[src/rtl/pipeline_cmd_issuer_if.sv]
`default_nettype none
// ============================================================================
// Module   : pipeline_cmd_issuer_if
// Brief    : Host byte link plus pipeline configuration port seen by the issuer.
// Revision : 1.0 - initial release
// ============================================================================
interface pipeline_cmd_issuer_if #(
    parameter int DATA_WIDTH     = 16,
    parameter int N_BLOCKS       = 256,
    parameter int REG_ADDR_WIDTH = 4,
    parameter int INSTR_WIDTH    = 32
);
    localparam int c_BW = $clog2(N_BLOCKS);

    logic [7:0]                     in_byte;
    logic                           in_valid;
    logic                           in_ready;
    logic [c_BW-1:0]                block_target;
    logic [c_BW+REG_ADDR_WIDTH-1:0] reg_target;
    logic [INSTR_WIDTH-1:0]         instr_val;
    logic [DATA_WIDTH-1:0]          ctrl_data;
    logic [2*DATA_WIDTH-1:0]        buf_init_delay;
    logic                           instr_write;
    logic                           reg_write;
    logic                           reg_update;
    logic                           alloc_delay;
    logic                           reg_writes_commit;
    logic                           full_reset;
    logic                           instr_write_ack;
    logic                           reg_write_ack;
    logic                           resetting;
    logic                           busy;
    logic                           done;
    logic                           error;
    logic [1:0]                     err_code;
    logic [15:0]                    cmds_done;

    // Issuer side
    modport master (
        input  in_byte, in_valid, instr_write_ack, reg_write_ack, resetting,
        output in_ready, block_target, reg_target, instr_val, ctrl_data,
               buf_init_delay, instr_write, reg_write, reg_update, alloc_delay,
               reg_writes_commit, full_reset, busy, done, error, err_code, cmds_done
    );

    // Host link and pipeline side
    modport slave (
        output in_byte, in_valid, instr_write_ack, reg_write_ack, resetting,
        input  in_ready, block_target, reg_target, instr_val, ctrl_data,
               buf_init_delay, instr_write, reg_write, reg_update, alloc_delay,
               reg_writes_commit, full_reset, busy, done, error, err_code, cmds_done
    );
endinterface
`default_nettype wire

[src/rtl/pipeline_cmd_issuer.sv]
`default_nettype none
// ============================================================================
// Module   : pipeline_cmd_issuer
// Brief    : Byte-stream command decoder driving the DSP pipeline config port.
//            Optional wait timeout enabled by CMD_ISSUER_TIMEOUT_EN.
// Revision : 1.0 - initial release
// ============================================================================
module pipeline_cmd_issuer #(
    parameter int DATA_WIDTH     = 16,
    parameter int N_BLOCKS       = 256,
    parameter int REG_ADDR_WIDTH = 4,
    parameter int INSTR_WIDTH    = 32,
    parameter int ACK_TIMEOUT    = 1024
) (
    input  wire logic             clk,
    input  wire logic             reset,
    pipeline_cmd_issuer_if.master cfg
);
    localparam int c_BW  = $clog2(N_BLOCKS);
    localparam int c_RW  = c_BW + REG_ADDR_WIDTH;
    localparam int c_DW2 = 2 * DATA_WIDTH;
    localparam int c_DB  = DATA_WIDTH / 8;
    localparam int c_IB  = INSTR_WIDTH / 8;
    localparam int c_CW  = ($clog2(ACK_TIMEOUT + 1) < 2) ? 2 : $clog2(ACK_TIMEOUT + 1);

    localparam logic [2:0] c_IDLE     = 3'd0;
    localparam logic [2:0] c_COLLECT  = 3'd1;
    localparam logic [2:0] c_ISSUE    = 3'd2;
    localparam logic [2:0] c_WAIT_ACK = 3'd3;
    localparam logic [2:0] c_WAIT_RST = 3'd4;
    localparam logic [2:0] c_DONE     = 3'd5;

    localparam logic [7:0] c_OP_INSTR  = 8'h01;
    localparam logic [7:0] c_OP_REG_WR = 8'h02;
    localparam logic [7:0] c_OP_REG_UP = 8'h03;
    localparam logic [7:0] c_OP_ALLOC  = 8'h04;
    localparam logic [7:0] c_OP_COMMIT = 8'h05;
    localparam logic [7:0] c_OP_RESET  = 8'h06;

    // Index of the final payload byte for each opcode
    function automatic logic [7:0] f_last_idx(input logic [7:0] op);
        case (op)
            c_OP_INSTR:              return 8'(c_IB);
            c_OP_REG_WR, c_OP_REG_UP: return 8'(1 + c_DB);
            c_OP_ALLOC:              return 8'(2 * c_DB - 1);
            default:                 return 8'd0;
        endcase
    endfunction

    logic [2:0]             r_state;
    logic [2:0]             w_next;
    logic [7:0]             r_op;
    logic [7:0]             r_idx;
    logic [c_CW-1:0]        r_cnt;
    logic [c_BW-1:0]        r_block;
    logic [c_RW-1:0]        r_reg_tgt;
    logic [INSTR_WIDTH-1:0] r_instr;
    logic [DATA_WIDTH-1:0]  r_ctrl;
    logic [c_DW2-1:0]       r_delay;
    logic                   r_error;
    logic [1:0]             r_err_code;
    logic [15:0]            r_cmds;

    logic w_accept;
    logic w_op_ok;
    logic w_no_payload;
    logic w_needs_ack;
    logic w_ack;
    logic w_timeout;

    assign w_accept     = cfg.in_valid && cfg.in_ready;
    assign w_op_ok      = (cfg.in_byte >= c_OP_INSTR) && (cfg.in_byte <= c_OP_RESET);
    assign w_no_payload = (cfg.in_byte == c_OP_COMMIT) || (cfg.in_byte == c_OP_RESET);
    assign w_needs_ack  = (r_op == c_OP_INSTR) || (r_op == c_OP_REG_WR) || (r_op == c_OP_REG_UP);
    assign w_ack        = (r_op == c_OP_INSTR) ? cfg.instr_write_ack : cfg.reg_write_ack;

`ifdef CMD_ISSUER_TIMEOUT_EN
    assign w_timeout = (r_cnt == c_CW'(ACK_TIMEOUT - 1));
`else
    assign w_timeout = 1'b0;
`endif

    always_ff @(posedge clk) begin
        if (reset) r_state <= c_IDLE;
        else       r_state <= w_next;
    end

    always_comb begin
        w_next = r_state;
        case (r_state)
            c_IDLE:     if (w_accept && w_op_ok) w_next = w_no_payload ? c_ISSUE : c_COLLECT;
            c_COLLECT:  if (w_accept && (r_idx == f_last_idx(r_op))) w_next = c_ISSUE;
            c_ISSUE: begin
                if (w_needs_ack)             w_next = w_ack ? c_DONE : c_WAIT_ACK;
                else if (r_op == c_OP_RESET) w_next = c_WAIT_RST;
                else                         w_next = c_DONE;
            end
            c_WAIT_ACK: begin
                if (w_ack)          w_next = c_DONE;
                else if (w_timeout) w_next = c_IDLE;
            end
            // r_cnt != 0 guarantees at least two cycles spent here
            c_WAIT_RST: begin
                if ((r_cnt != '0) && !cfg.resetting) w_next = c_DONE;
                else if (w_timeout)                  w_next = c_IDLE;
            end
            c_DONE:     w_next = c_IDLE;
            default:    w_next = c_IDLE;
        endcase
    end

    always_comb begin
        cfg.in_ready          = !reset && ((r_state == c_IDLE) || (r_state == c_COLLECT));
        cfg.instr_write       = 1'b0;
        cfg.reg_write         = 1'b0;
        cfg.reg_update        = 1'b0;
        cfg.alloc_delay       = 1'b0;
        cfg.reg_writes_commit = 1'b0;
        cfg.full_reset        = 1'b0;
        if (r_state == c_ISSUE) begin
            cfg.instr_write       = (r_op == c_OP_INSTR);
            cfg.reg_write         = (r_op == c_OP_REG_WR);
            cfg.reg_update        = (r_op == c_OP_REG_UP);
            cfg.alloc_delay       = (r_op == c_OP_ALLOC);
            cfg.reg_writes_commit = (r_op == c_OP_COMMIT);
            cfg.full_reset        = (r_op == c_OP_RESET);
        end
        cfg.busy = (r_state != c_IDLE);
        cfg.done = (r_state == c_DONE);
    end

    always_ff @(posedge clk) begin
        if (reset || ((r_state != c_WAIT_ACK) && (r_state != c_WAIT_RST))) r_cnt <= '0;
        else if (r_cnt != '1)                                                r_cnt <= r_cnt + 1'b1;
    end

    always_ff @(posedge clk) begin
        if (reset) begin
            r_op       <= '0;
            r_idx      <= '0;
            r_block    <= '0;
            r_reg_tgt  <= '0;
            r_instr    <= '0;
            r_ctrl     <= '0;
            r_delay    <= '0;
            r_error    <= 1'b0;
            r_err_code <= 2'd0;
            r_cmds     <= '0;
        end else begin
            if ((r_state == c_IDLE) && w_accept) begin
                if (w_op_ok) begin
                    r_op  <= cfg.in_byte;
                    r_idx <= '0;
                end else begin
                    r_error    <= 1'b1;
                    r_err_code <= 2'd1;
                end
            end
            if ((r_state == c_COLLECT) && w_accept) begin
                r_idx <= r_idx + 8'd1;
                case (r_op)
                    c_OP_INSTR: begin
                        if (r_idx == 8'd0) r_block <= c_BW'(cfg.in_byte);
                        else               r_instr <= (r_instr << 8) | INSTR_WIDTH'(cfg.in_byte);
                    end
                    c_OP_REG_WR, c_OP_REG_UP: begin
                        if (r_idx == 8'd0)      r_reg_tgt[c_RW-1:REG_ADDR_WIDTH] <= c_BW'(cfg.in_byte);
                        else if (r_idx == 8'd1) r_reg_tgt[REG_ADDR_WIDTH-1:0]    <= REG_ADDR_WIDTH'(cfg.in_byte);
                        else                    r_ctrl <= (r_ctrl << 8) | DATA_WIDTH'(cfg.in_byte);
                    end
                    c_OP_ALLOC: r_delay <= (r_delay << 8) | c_DW2'(cfg.in_byte);
                    default: ;
                endcase
            end
            // Leaving a wait state straight to IDLE only happens on timeout
            if (((r_state == c_WAIT_ACK) || (r_state == c_WAIT_RST)) && (w_next == c_IDLE)) begin
                r_error    <= 1'b1;
                r_err_code <= (r_state == c_WAIT_ACK) ? 2'd2 : 2'd3;
            end
            if (r_state == c_DONE) r_cmds <= r_cmds + 16'd1;
        end
    end

    assign cfg.block_target   = r_block;
    assign cfg.reg_target     = r_reg_tgt;
    assign cfg.instr_val      = r_instr;
    assign cfg.ctrl_data      = r_ctrl;
    assign cfg.buf_init_delay = r_delay;
    assign cfg.error          = r_error;
    assign cfg.err_code       = r_err_code;
    assign cfg.cmds_done      = r_cmds;
endmodule
`default_nettype wire

[src/flat_wrapper.sv]
// flat-port wrapper written by rule: the top's interface ports become plain ports
module pipeline_cmd_issuer_flat 
#(
    parameter int DATA_WIDTH     = 16,
    parameter int N_BLOCKS       = 256,
    parameter int REG_ADDR_WIDTH = 4,
    parameter int INSTR_WIDTH    = 32,
    parameter int ACK_TIMEOUT    = 1024
)
  (clk, reset, cfg_in_byte, cfg_in_valid, cfg_instr_write_ack, cfg_reg_write_ack, cfg_resetting, cfg_in_ready, cfg_block_target, cfg_reg_target, cfg_instr_val, cfg_ctrl_data, cfg_buf_init_delay, cfg_instr_write, cfg_reg_write, cfg_reg_update, cfg_alloc_delay, cfg_reg_writes_commit, cfg_full_reset, cfg_busy, cfg_done, cfg_error, cfg_err_code, cfg_cmds_done);
  pipeline_cmd_issuer_if #(.DATA_WIDTH(DATA_WIDTH), .N_BLOCKS(N_BLOCKS), .REG_ADDR_WIDTH(REG_ADDR_WIDTH), .INSTR_WIDTH(INSTR_WIDTH)) cfg_i ();
  input  wire logic clk;
  input  wire logic reset;
  input wire logic [$bits(cfg_i.in_byte)-1:0] cfg_in_byte;
  input wire logic [$bits(cfg_i.in_valid)-1:0] cfg_in_valid;
  input wire logic [$bits(cfg_i.instr_write_ack)-1:0] cfg_instr_write_ack;
  input wire logic [$bits(cfg_i.reg_write_ack)-1:0] cfg_reg_write_ack;
  input wire logic [$bits(cfg_i.resetting)-1:0] cfg_resetting;
  output wire logic [$bits(cfg_i.in_ready)-1:0] cfg_in_ready;
  output wire logic [$bits(cfg_i.block_target)-1:0] cfg_block_target;
  output wire logic [$bits(cfg_i.reg_target)-1:0] cfg_reg_target;
  output wire logic [$bits(cfg_i.instr_val)-1:0] cfg_instr_val;
  output wire logic [$bits(cfg_i.ctrl_data)-1:0] cfg_ctrl_data;
  output wire logic [$bits(cfg_i.buf_init_delay)-1:0] cfg_buf_init_delay;
  output wire logic [$bits(cfg_i.instr_write)-1:0] cfg_instr_write;
  output wire logic [$bits(cfg_i.reg_write)-1:0] cfg_reg_write;
  output wire logic [$bits(cfg_i.reg_update)-1:0] cfg_reg_update;
  output wire logic [$bits(cfg_i.alloc_delay)-1:0] cfg_alloc_delay;
  output wire logic [$bits(cfg_i.reg_writes_commit)-1:0] cfg_reg_writes_commit;
  output wire logic [$bits(cfg_i.full_reset)-1:0] cfg_full_reset;
  output wire logic [$bits(cfg_i.busy)-1:0] cfg_busy;
  output wire logic [$bits(cfg_i.done)-1:0] cfg_done;
  output wire logic [$bits(cfg_i.error)-1:0] cfg_error;
  output wire logic [$bits(cfg_i.err_code)-1:0] cfg_err_code;
  output wire logic [$bits(cfg_i.cmds_done)-1:0] cfg_cmds_done;
  assign cfg_i.in_byte = cfg_in_byte;
  assign cfg_i.in_valid = cfg_in_valid;
  assign cfg_i.instr_write_ack = cfg_instr_write_ack;
  assign cfg_i.reg_write_ack = cfg_reg_write_ack;
  assign cfg_i.resetting = cfg_resetting;
  assign cfg_in_ready = cfg_i.in_ready;
  assign cfg_block_target = cfg_i.block_target;
  assign cfg_reg_target = cfg_i.reg_target;
  assign cfg_instr_val = cfg_i.instr_val;
  assign cfg_ctrl_data = cfg_i.ctrl_data;
  assign cfg_buf_init_delay = cfg_i.buf_init_delay;
  assign cfg_instr_write = cfg_i.instr_write;
  assign cfg_reg_write = cfg_i.reg_write;
  assign cfg_reg_update = cfg_i.reg_update;
  assign cfg_alloc_delay = cfg_i.alloc_delay;
  assign cfg_reg_writes_commit = cfg_i.reg_writes_commit;
  assign cfg_full_reset = cfg_i.full_reset;
  assign cfg_busy = cfg_i.busy;
  assign cfg_done = cfg_i.done;
  assign cfg_error = cfg_i.error;
  assign cfg_err_code = cfg_i.err_code;
  assign cfg_cmds_done = cfg_i.cmds_done;
  pipeline_cmd_issuer #(.DATA_WIDTH(DATA_WIDTH), .N_BLOCKS(N_BLOCKS), .REG_ADDR_WIDTH(REG_ADDR_WIDTH), .INSTR_WIDTH(INSTR_WIDTH), .ACK_TIMEOUT(ACK_TIMEOUT)) u_core (.clk(clk), .reset(reset), .cfg(cfg_i));
endmodule
[config.mk]
export PLATFORM = sky130hd
export DESIGN_NAME = pipeline_cmd_issuer_flat
export DESIGN_NICKNAME = d
export VERILOG_FILES = /design/src/rtl/pipeline_cmd_issuer_if.sv /design/src/rtl/pipeline_cmd_issuer.sv /design/src/flat_wrapper.sv
export SDC_FILE = /design/constraint.sdc
export NUM_CORES = 1
export LEC_CHECK = 0
export ABC_AREA = 1
export CORE_ASPECT_RATIO = 0.9
export CORE_MARGIN = 1
export CORE_UTILIZATION = 45
export CTS_BUF_LIST = sky130_fd_sc_hd__clkbuf_4
export DETAILED_ROUTE_END_ITERATION = 10
export PLACE_DENSITY = 0.8
export SYNTH_ARGS = -nofsm -noshare
export SYNTH_HDL_FRONTEND = slang
export SYNTH_SLANG_ARGS = --single-unit
export TNS_END_PERCENT = 5
[constraint.sdc]
create_clock -name clk -period 2.1 [get_ports clk]
set_input_delay 0.315 -clock clk [delete_from_list [all_inputs] [get_ports clk]]
set_output_delay 0.315 -clock clk [all_outputs]
set_load 0.05 [all_outputs]
# Word-level counts from Yosys, hierarchy flattened
# Cells that the tools add are included.
# totals
mem_bits_ro	0
memories	0
regBits	149
input_bits	14
ram_bits	0
output_inout_bits	128
elab_cells	107
latchBits	0
# classes
n_shift	0
bitwise	5
n_reduce_logical	37
n_addsub	3
n_mul	0
n_mux	28
n_div	0
magnitude_cmp	2
n_eq_ne	19
# ops
operator	count
$or A32 B8 Y32	2
$eq A8 B3 Y1 const B	5
$mux W8	4
$mux W3	6
$add A16 B1 Y16 const B	1
$eq A8 B1 Y1 const B	2
$eq A8 B2 Y1 const B	2
$or A16 B8 Y16	1
$pmux W3 S5	1
$mux W1	12
$add A11 B1 Y11 const B	1
$ne A11 B11 Y1 const B	1
$reduce_bool A11 Y1	1
$logic_and A1 B1 Y1	10
$reduce_and A3 Y1	3
$add A8 B1 Y8 const B	1
$eq A8 B8 Y1	1
$ge A8 B1 Y1 const B	1
$le A8 B3 Y1 const B	1
$logic_not A8 Y1	1
$mux W2	4
$reduce_and A2 Y1	4
$reduce_and A4 Y1	2
$eq A3 B2 Y1 const B	2
14 further kinds	25

# Depth between registers and ports, before layout
# depth
word_depth	12
depth_mapped	12
ltp_nobuf	11

# Worst setup path after synthesis
# No wires, ideal clock.
# synth_path
path_type	reg2out
from	reg u_core.r_state[1]
to	out cfg_reg_update
path_buffers	0
stages_incl_launch_ff	7
setup_slack_ns	-0.096
required_ns	1.785
t_arrival_ns	1.881
path_cell_list	dfxtp_1 -> inv_2 -> nor2_1 -> inv_1 -> nor2_1 -> inv_1 -> nor3_1
# synth_via
elab_chain_cells	2
# synth_lines
element	line_no	text
from (decl)	pipeline_cmd_issuer.sv:50	logic [2:0] r_state;
from (signal assigned)	pipeline_cmd_issuer.sv:84	if (reset) r_state <= c_IDLE;
from (signal assigned)	pipeline_cmd_issuer.sv:85	else r_state <= w_next;
$eq A3 B2 Y1	pipeline_cmd_issuer.sv:120	if (r_state == c_ISSUE) begin
$mux W1	pipeline_cmd_issuer.sv:120	
to (decl)	flat_wrapper.sv:27	output wire logic [$bits(cfg_i.reg_update)-1:0] cfg_reg_update;
# Every way passes these cells.

# Worst setup path after layout
# layout_path
from	reg u_core.r_state[1]
to	out cfg_reg_writes_commit
# layout_via
elab_chain_cells	2
# layout_lines
element	line_no	text
$eq A3 B2 Y1	pipeline_cmd_issuer.sv:120	
$mux W1	pipeline_cmd_issuer.sv:120	
to (decl)	flat_wrapper.sv:29	output wire logic [$bits(cfg_i.reg_writes_commit)-1:0] cfg_reg_writes_commit;
# Every way passes these cells.

==> results by stage <==
Logic synthesis:
- The number of instances in the synthesized netlist is ~840.
- A synthesized cell averages ~7.5 µm².
- The total number of yosys warnings is 0.
- The cell area after synthesis is approximately 6300 µm².
- The most used flip-flop cell after synthesis is dfxtp_1.
- The share of synthesized registers carrying an async set or reset is 0%.
- The post-synthesis net count is 863.
- The number of different library cells used by synthesis comes to 36.
- The share of the yosys chip area belonging to registers is a little under half.
- In this run, synthesis inferred 0 flip-flops with an integrated enable.
- Counting flops and latches in the post-synthesis netlist gives 149.

Global routing:
- The first global-routing pass estimated 25500 µm of wire.
- The initial antenna violation count was 0.
- Entering global routing, the biggest net connects between 60 and 70 pins.
- The via count of the first global-routing pass is between 5k and 6k.
- After global routing the overflow that remains totals 0.
- For this run, the total global-route usage over all layers was measured as between 20% and 30%.

Timing:
- The max-slew violation total from the final report is 0.
- The share of the clock period used by the worst path after layout is 99.4%.
- The post-route clock skew is roughly 0.021 ns.
- The achievable clock frequency is roughly 480 MHz.
- Measured against its own limit, the worst slew margin works out to 63.5%.
- Setup violations remaining at the end of the flow were counted as 0.
- The transition time at the pin with the least slew margin is 0.547 ns.
- Setup repair after global routing could not meet its margin everywhere.
- The number of hold violations in the final report was 0.
- The setup TNS is 0 ns.
- The clock period could shrink to 2.09 ns.

Outcome:
- The run finished with clean final reports.

Place:
- At the end of routability-driven placement, the weighted congestion stood at around 0.84.
- The count of input and output buffers is roughly 140.
- The HPWL after detailed placement is 10800 µm.

Clocking:
- The CTS tree is yes.
- The clock latency of the later-clocked register in the worst-skew pair is around 0.56 ns.
- The tree is rooted in a clkbuf_4.
- The worst-case clock buffer depth is 2.
- The hold-fix buffer count after cts is 0.
- The maximum level of the CTS H-tree is 4.
- The total clock buffers created by CTS is 17.
- The clock net in this run drives a total of about 150 sinks.
- The clock-pin slew on the worst setup and hold paths is 0.12 ns.

Worst setup path:
- The register-to-register setup slack is approximately 0.16 ns.
- For the worst setup path, the data arrival time is roughly 1.8 ns.
- The largest fanout of any net on the critical path is 5.
- The start-to-end type of the worst setup path is reg2out.
- The type of element launching the critical path is a flop.
- The required time of the critical path is approximately 1.8 ns.
- The worst setup path is captured at a primary output.
- Counting cells, the worst reg-to-reg path comes to 7.

Finish:
- The area growth from synthesis to layout is 36.9%.
- The fill cell total of the finished layout is 1186.
- The most common library cell in the layout ignoring fill and taps is dfxtp_1.
- In the final layout, the share of cells above drive strength 1 is between 10% and 20%.
- The number of nets at the end of the flow is ~1k.
- In the layout the commonest cells are dfxtp_1, inv_1, a21oi_1.
- 0 antenna diodes ended up in the layout.

Route:
- The count of nets left with antenna violations once routing finished came out at 0.
- The first TritonRoute pass finished after 7 iterations.
- The overall via count from detail_route is 5923.
- The per-cell via count in the routed design is 5.01.
- After the first detailed-routing iteration, the DRC count stood at 504.
- The final wirelength is 15700 µm.
- The post-route DRC violation count is 0.
- Dividing the detail-routed wire length by the instance count gives about 13 µm.

Worst hold path:
- The worst hold path passes through 3 cells.
- The tightest min-delay check is of the in2reg type.

Power:
- In this run the power density over the cells is ~580 nW/µm².
- The total power after layout is around 0.0050 W.
- Summed over all cells, the static leakage comes to around 4.7 nW.
- The highest ir drop seen on vdd is approximately 0.00037 V.

Floorplan:
- The starting density of the core is 46.6%.
- In this run the count of I/O pins placed on the die edge is about 140.
- The vertical die dimension is about 110 µm.
- The initialized floorplan defines 40 standard-cell rows.
- The die covers 14500 µm².
- The width of the chip is around 130 µm.
- The region available for standard cell placement spans around 14000 µm².

Run:
- The number of maximum-capacitance violations is 0.
-- cell usage after synthesis, types with 2 or more instances --
| cell | n | share of area, % |
|---|---|---|
| a31oi_1 | 2 | 0.20 |
| inv_1 | 138 | 8.2 |
| inv_2 | 9 | 0.54 |
| dfxtp_1 | 149 | 47 |
| buf_6 | 3 | 0.54 |
| nand3_2 | 4 | 0.64 |
| xnor2_1 | 2 | 0.28 |
| xor2_1 | 4 | 0.56 |
| nand3_4 | 2 | 0.56 |
| nor3_1 | 13 | 1.0 |
| and3_1 | 5 | 0.50 |
| o21ai_0 | 36 | 2.9 |
| nor2_2 | 3 | 0.30 |
| nand4_1 | 9 | 0.89 |
| o21ai_1 | 84 | 6.7 |
| nand3_1 | 32 | 2.5 |
| nand2_1 | 84 | 5.0 |
| nor2_4 | 4 | 0.72 |
| buf_2 | 12 | 0.95 |
| ha_1 | 6 | 1.2 |
| buf_4 | 3 | 0.36 |
| a21oi_1 | 128 | 10 |
| clkbuf_1 | 18 | 1.1 |
| nand2_4 | 2 | 0.36 |
| nor2_1 | 80 | 4.8 |
-- sequential cells by signal, indices dropped and copies added (netlist names) --
register	count
u_core.r_cnt	11
u_core.cfg.err_code	2
u_core.r_op	8
u_core.cfg.ctrl_data	16
u_core.r_idx	8
u_core.cfg.buf_init_delay	32
u_core.cfg.reg_target	12
u_core.cfg.error	1
u_core.cfg.cmds_done	16
u_core.cfg.instr_val	32
u_core.cfg.block_target	8
u_core.r_state	3
-- kinds of logic (layout without fill, tap and decap cells) --
group / Yosys count / in the layout / synth area share, %
buffers and inverters: 185 / 356 / 11.8
and+or+nand+nor: 245 / 245 / 18.6
adders and majority gates: 6 / 6 / 1.19
AOI/OAI and AO/OA: 252 / 252 / 20.1
DFF: 149 / 149 / 47.4
xor gates and xnor gates: 6 / 6 / 0.834
-- path summary, 6_finish.rpt --
kind | from | end
worst max-delay path | u_core.r_state[1] | cfg_reg_writes_commit
worst min-delay path | cfg_in_byte[5] | u_core.cfg.instr_val[5]
worst max register to register | u_core.r_idx[0] | u_core.cfg.reg_target[3]
worst min register to register | u_core.cfg.buf_init_delay[28] | u_core.cfg.buf_init_delay[28]
-- metrics by stage --
step	utilization [%]	std cells	area, µm²	hold WS, ns	setup WS, ns
finish	63.8	1182	8620	0.441	0.0125
global route	63.8	1182	8620	0.408	-0.126
CTS	61.8	1178	8350	0.399	-0.0473
detailed placement	59.6	1146	8060	0.436	0.0222
global placement	59.6	1146	8060	0.432	0.0548
floorplan	-	843	6300	0.384	-0.0692
-- layout make-up --
class                      instances  area, µm²  share of cell area, %
sequential                       149       2990                   34.7
multi-input combinational        509       2650                   30.7
timing repair buffer             177       1900                   22.0
inverter                         148        564                   6.55
tap                              168        210                   2.44
clock inverter                    12        168                   1.95
clock buffer                      19        143                   1.66
-- where the power goes --
part | switching, W | total, W | leakage [nW] | internal, W
combinational | 0.000145 | 0.000233 | 3.35 | 0.0000885
sequential | 0.00000406 | 0.00283 | 1.20 | 0.00283
clock | 0.00106 | 0.00194 | 0.171 | 0.000875
-- repair_timing --
action	CTS	global route
gates cloned	0	0
gates resized for setup	50	88
setup endpoints to repair	45	77
pin swaps	2	4
setup buffers	1	4
-- worst max-delay path, stage by stage, from the launching register on --
cell     delay (ns)
dfxtp_2        0.38
inv_4          0.05
nor2_4         0.11
inv_2          0.07
nor2_4         0.13
inv_4          0.07
nor3_2         0.15
buf_4          0.15
buf_12         0.13
-- routing by layer --
metal	share of wire [%]	GRT usage (%)	up-vias	routed length [µm]
met3	7.2	6.45	21	1130
met4	1.5	8.49	0	231
met2	45	35.4	175	7020
li1	-	-	3061	-
met1	47	29.0	2666	7320
met5	0	0	-	0
(Power assumes the default switching activity.)
